--- src/rtl/load_extend_if.sv ---
// load_extend_if: request, memory-read and result signals of the load/extend unit
interface load_if;
    logic        l_start;
    logic [2:0]  l_type;
    logic [31:0] l_addr;
    logic [31:0] mem_addr;
    logic        mem_rd;
    logic        mem_ready;
    logic [31:0] mem_rdata;
    logic        l_busy;
    logic        l_done;
    logic        l_err;
    logic [31:0] l_data;
    modport slave (
        input  l_start, l_type, l_addr, mem_ready, mem_rdata,
        output mem_addr, mem_rd, l_busy, l_done, l_err, l_data
    );
    modport master (
        output l_start, l_type, l_addr, mem_ready, mem_rdata,
        input  mem_addr, mem_rd, l_busy, l_done, l_err, l_data
    );
endinterface

--- src/rtl/load_extend.sv ---
// load_extend: single-word memory read with lw/lh/lhu/lb/lbu extraction, alignment check and timeout
module load_extend #(
    parameter int unsigned TIMEOUT = 16
) (
    input logic   clk,
    input logic   reset,
    load_if.slave bus
);
    typedef enum logic [1:0] {IDLE, READ, DONE, FAIL} state_t;
    state_t      state, state_nx;
    logic [2:0]  type_r;
    logic [31:0] addr_r;
    logic [7:0]  cnt;
    logic        bad;
    logic        expired;
    logic [15:0] half;
    logic [7:0]  byte_v;
    logic [31:0] ext;
    // Reject illegal kinds and misaligned word/halfword accesses at request time
    always_comb begin
        bad = bus.l_type > 3'd4
            || (bus.l_type == 3'd0 && bus.l_addr[1:0] != 2'b00)
            || ((bus.l_type == 3'd1 || bus.l_type == 3'd2) && bus.l_addr[0]);
    end
    // Select the addressed halfword/byte of the returned word and extend it
    always_comb begin
        half   = addr_r[1] ? bus.mem_rdata[31:16] : bus.mem_rdata[15:0];
        byte_v = addr_r[1:0] == 2'd0 ? bus.mem_rdata[7:0]
               : addr_r[1:0] == 2'd1 ? bus.mem_rdata[15:8]
               : addr_r[1:0] == 2'd2 ? bus.mem_rdata[23:16]
               :                       bus.mem_rdata[31:24];
        ext    = type_r == 3'd1 ? {{16{half[15]}}, half}
               : type_r == 3'd2 ? {16'd0, half}
               : type_r == 3'd3 ? {{24{byte_v[7]}}, byte_v}
               : type_r == 3'd4 ? {24'd0, byte_v}
               :                  bus.mem_rdata;
    end
    assign expired = cnt == 8'(TIMEOUT - 1);
    // Next-state logic; mem_ready outranks a timeout landing in the same cycle
    always_comb begin
        state_nx = state;
        case (state)
            IDLE:    state_nx = bus.l_start ? (bad ? FAIL : READ) : IDLE;
            READ:    state_nx = bus.mem_ready ? DONE : (expired ? FAIL : READ);
            default: state_nx = IDLE;
        endcase
    end
    // State, captured request, wait counter and result register
    always_ff @(posedge clk) begin
        if (reset) begin
            state  <= IDLE;
            type_r <= '0;
            addr_r <= '0;
            cnt    <= '0;
            bus.l_data <= '0;
        end else begin
            state <= state_nx;
            cnt   <= state == READ ? cnt + 8'd1 : 8'd0;
            if (state == IDLE && bus.l_start) begin
                type_r <= bus.l_type;
                addr_r <= bus.l_addr;
            end
            if (state == READ && bus.mem_ready)
                bus.l_data <= ext;
        end
    end
    assign bus.mem_rd   = state == READ;
    assign bus.mem_addr = state == READ ? {addr_r[31:2], 2'b00} : 32'd0;
    assign bus.l_busy   = state != IDLE;
    assign bus.l_done   = state == DONE || state == FAIL;
    assign bus.l_err    = state == FAIL;
endmodule

--- src/flat_wrapper.sv ---
// flat-port wrapper written by rule: the top's interface ports become plain ports
module load_extend_flat 
#(
    parameter int unsigned TIMEOUT = 16
)
  (clk, reset, bus_l_start, bus_l_type, bus_l_addr, bus_mem_ready, bus_mem_rdata, bus_mem_addr, bus_mem_rd, bus_l_busy, bus_l_done, bus_l_err, bus_l_data);
  load_if bus_i ();
  input logic clk;
  input logic reset;
  input wire logic [$bits(bus_i.l_start)-1:0] bus_l_start;
  input wire logic [$bits(bus_i.l_type)-1:0] bus_l_type;
  input wire logic [$bits(bus_i.l_addr)-1:0] bus_l_addr;
  input wire logic [$bits(bus_i.mem_ready)-1:0] bus_mem_ready;
  input wire logic [$bits(bus_i.mem_rdata)-1:0] bus_mem_rdata;
  output wire logic [$bits(bus_i.mem_addr)-1:0] bus_mem_addr;
  output wire logic [$bits(bus_i.mem_rd)-1:0] bus_mem_rd;
  output wire logic [$bits(bus_i.l_busy)-1:0] bus_l_busy;
  output wire logic [$bits(bus_i.l_done)-1:0] bus_l_done;
  output wire logic [$bits(bus_i.l_err)-1:0] bus_l_err;
  output wire logic [$bits(bus_i.l_data)-1:0] bus_l_data;
  assign bus_i.l_start = bus_l_start;
  assign bus_i.l_type = bus_l_type;
  assign bus_i.l_addr = bus_l_addr;
  assign bus_i.mem_ready = bus_mem_ready;
  assign bus_i.mem_rdata = bus_mem_rdata;
  assign bus_mem_addr = bus_i.mem_addr;
  assign bus_mem_rd = bus_i.mem_rd;
  assign bus_l_busy = bus_i.l_busy;
  assign bus_l_done = bus_i.l_done;
  assign bus_l_err = bus_i.l_err;
  assign bus_l_data = bus_i.l_data;
  load_extend #(.TIMEOUT(TIMEOUT)) u_core (.clk(clk), .reset(reset), .bus(bus_i));
endmodule
--- config.mk ---
export PLATFORM = sky130hd
export DESIGN_NAME = load_extend_flat
export DESIGN_NICKNAME = d
export VERILOG_FILES = /design/src/rtl/load_extend_if.sv /design/src/rtl/load_extend.sv /design/src/flat_wrapper.sv
export SDC_FILE = /design/constraint.sdc
export NUM_CORES = 1
export LEC_CHECK = 0
export CORE_ASPECT_RATIO = 1.4
export CORE_MARGIN = 2
export CORE_UTILIZATION = 45
export DETAILED_ROUTE_END_ITERATION = 16
export GPL_TIMING_DRIVEN = 0
export PLACE_DENSITY = 0.92
export SLEW_MARGIN = 20
export SYNTH_ARGS = -nofsm -noshare
export SYNTH_HDL_FRONTEND = slang
export SYNTH_SLANG_ARGS = --single-unit
--- constraint.sdc ---
create_clock -name clk -period 2.1 [get_ports clk]
set_input_delay 0.42 -clock clk [delete_from_list [all_inputs] [get_ports clk]]
set_output_delay 0.42 -clock clk [all_outputs]
set_load 0.01 [all_outputs]
==> qor.yml <==
timing:
  fin_crit_ns: 2.058
  holdWs_ns: 0.4485
  fmax_mhz: 486.0
  final.period_utilization_pct: 97.99
  worst_slew_pin_slew_ns: 0.8965
  rsz0062_at_grt: "no"
  max_slew_margin_pct: 39.77
  slew_viol_final: 0
  setup_viol: 0
  finClkSkew_ns: 0.006453
  final-hold-violation-count: 0
synthesis:
  synth.largest_area_cell: "dfxtp_1"
  synth.most_common_cell: "nand2_1"
  ys_seq_elements: 77
  ys_top_cells_by_area: "dfxtp_1 40%, nand2_1 9.3%, a21oi_1 7.4%"
  yosysWarnings: 0
  synth_seq_area_share_pct: 39.87
  synth_edf_count: 0
  synth.cell_area_um2: 3866
  synth_cells: 489
  avgSynthCellArea_um2: 7.906
  async_flop_share_pct: 0
  synth_top_area_share_pct: 39.87
  synth_flop_cell: "dfxtp_1"
  netlist_top_cells_count: "96 x nand2_1, 77 x dfxtp_1, 57 x a21oi_1"
  yosys.cell_types.count: 53
final_layout:
  final_layout_size_suffix_gt1_share_pct: 9.985
  post-route-util_pct: 68.98
  fill_cells: 659
  fin_nets: 718
  area_delta_synth_final_pct: 50.91
  n_antenna_cell: 0
placed_design:
  hpwl_um: 9368
  portBuffers: 136
  gp_congestion: 0.9723
route:
  routed_wirelength_um: 13170
  drc: 0
  viasPerCell: 5.753
  via_count: 4349
  ant_nets: 0
  wire_per_inst_um: 17.42
  drt-initial-drc-count: 451
  firstDrtPassIters: 6
critical_path:
  cp-start-kind: "input pin"
  cp_slowest_cell: "nor3_1"
  critPathMaxFanout: 7
  critPathKind: "input pin to register"
  crit_path_end_kind: "register"
  slowest_delay_ns: 0.77
  crit_chain: "clkdlybuf4s50_1, nand3b_1, nor3_1, a22oi_1, o22ai_1"
  critical_path.top_delay_family: "simple AND/OR/NAND/NOR gates"
  required_ns: 2.35
  path_buf_inv: 1
  cp.arrival_ns: 2.31
die:
  die_x_um: 82.34
  ios: 139
  die_height_um: 113.7
  coreArea_um2: 8458
  rows: 40
  start_util_pct: 45.71
  fp.dieArea_um2: 9359
clocking:
  ctsHoldBuffers: 0
  cts_tree: "built"
  clk-insertion-delay-late_ns: 0.34
  htree_levels: 3
  cts_buffers: 9
  clk_pin_slew_ns: 0.06
  cts.sinks: 77
  cts_root_buffer: "clkbuf_16"
  clockBufferDepth: 2
flow_run:
  drv_cap: 0
pwr:
  power.density_nw_per_um2: 692.6
  p_leak_nw: 2.760
  ir_drop_v: 0.0005583
  p_total_mw: 4.041
global_routing:
  grt-ovfl-total: 0
  grt_antenna_before_repair: 0
  track_usage_pct: 28.45
  grt_max_degree: 13
  grt_pass1_wl_um: 20560
  grt_pass1_vias: 4324
outcome:
  status: "finished, final reports clean"
worst_hold_path:
  min_path_type: "register to register"
-- worst reg2reg max path, stage by stage (launching register included) --
cell and delay, ns:
dfxtp_1 0.31, buf_4 0.15, clkbuf_1 0.39, buf_2 0.33, nand2_1 0.26, o221ai_1 0.29, o22ai_1 0.11
-- final timing paths --
kind,startpoint,to,slack (ns),depth (start not counted)
max,bus_mem_ready,u_core.bus.l_data[6],0.04,5
min,u_core.addr_r[13],u_core.addr_r[13],0.45,2
max reg2reg,u_core.addr_r[1],u_core.bus.l_data[1],0.13,6
min reg2reg,u_core.addr_r[13],u_core.addr_r[13],0.45,2
-- per-stage QoR --
step	cell area, um^2	cells	worst slack (ns)	TNS [ns]
finish	5834	756	0.04228	0
floorplan	3870	490	0.5387	0
detailed placement	5363	731	-0.3229	-8.949
global placement	5363	731	-0.2679	-6.416
CTS	5693	748	-0.1378	-3.321
global route	5834	756	0.01084	0
-- final cells by class --
class                           instances  area [um^2]  area share (%)
Buffer                                 39        197.7           3.388
Inverter                               14        52.55          0.9007
Clock buffer                           12        236.5           4.053
Sequential cell                        77         1546           26.51
Timing Repair Buffer                  145         1490           25.54
Clock inverter                          4        72.57           1.244
Multi-Input combinational cell        360         2107           36.11
Tap cell                              105        131.4           2.252
-- state kept, by name, summed over array words and instances (netlist names) --
signal             cells
u_core.addr_r         32
u_core.cnt             8
u_core.bus.l_data     32
u_core.state           2
u_core.type_r          3
-- report_power, final --
part / total (mW) / switching [mW] / internal, mW
sequential: 1.59 / 0.0438 / 1.54
clock: 1.64 / 0.596 / 1.04
combinational: 0.816 / 0.423 / 0.393
-- cell usage in the layout (no fill, tap or decap), types with 3 or more instances in the layout --
cell type          n
a21o_1             8
a21oi_1           57
a22o_1             7
a22oi_1           14
a31oi_1            7
and2_1            34
buf_1              4
buf_2             12
buf_4             12
buf_6              3
clkbuf_1          20
clkbuf_16          9
clkdlybuf4s50_1  106
dfxtp_1           75
dlygate4sd2_1      3
dlymetal6s2s_1    27
inv_1             14
mux2_2            13
nand2_1           96
nand2b_1           3
nand3_1            3
nor2_1            28
nor2b_1            3
nor3_1             3
o21ai_0           11
o21ai_1           10
o221ai_1           7
o22ai_1           11
o2bb2ai_1          8
xor2_1             3
-- what timing repair did --
| item | 4_1_cts | 5_1_grt |
|---|---|---|
| setup buffers | 1 | 7 |
| endpoints found under the setup margin | 31 | 44 |
| resized for setup | 11 | 36 |
| cloned | 0 | 1 |
-- cell families after synthesis --
group | Yosys count | synth area share [%]
adders and majority gates | 1 | 0.3236
other | 1 | 0.09699
muxes | 17 | 5.340
buffers and inverters | 53 | 5.890
AOI/OAI and AO/OA | 154 | 25.89
DFF | 77 | 39.87
xor gates and xnor gates | 5 | 1.133
and+or+nand+nor | 181 | 21.46
-- routing by layer --
layer  track usage, %  share of wire [%]
met2            49.09                 50
met1            29.46                 35
met4            17.00                5.9
met5                0                  0
met3            8.465                9.5
Power figures use the tool's default switching activity.
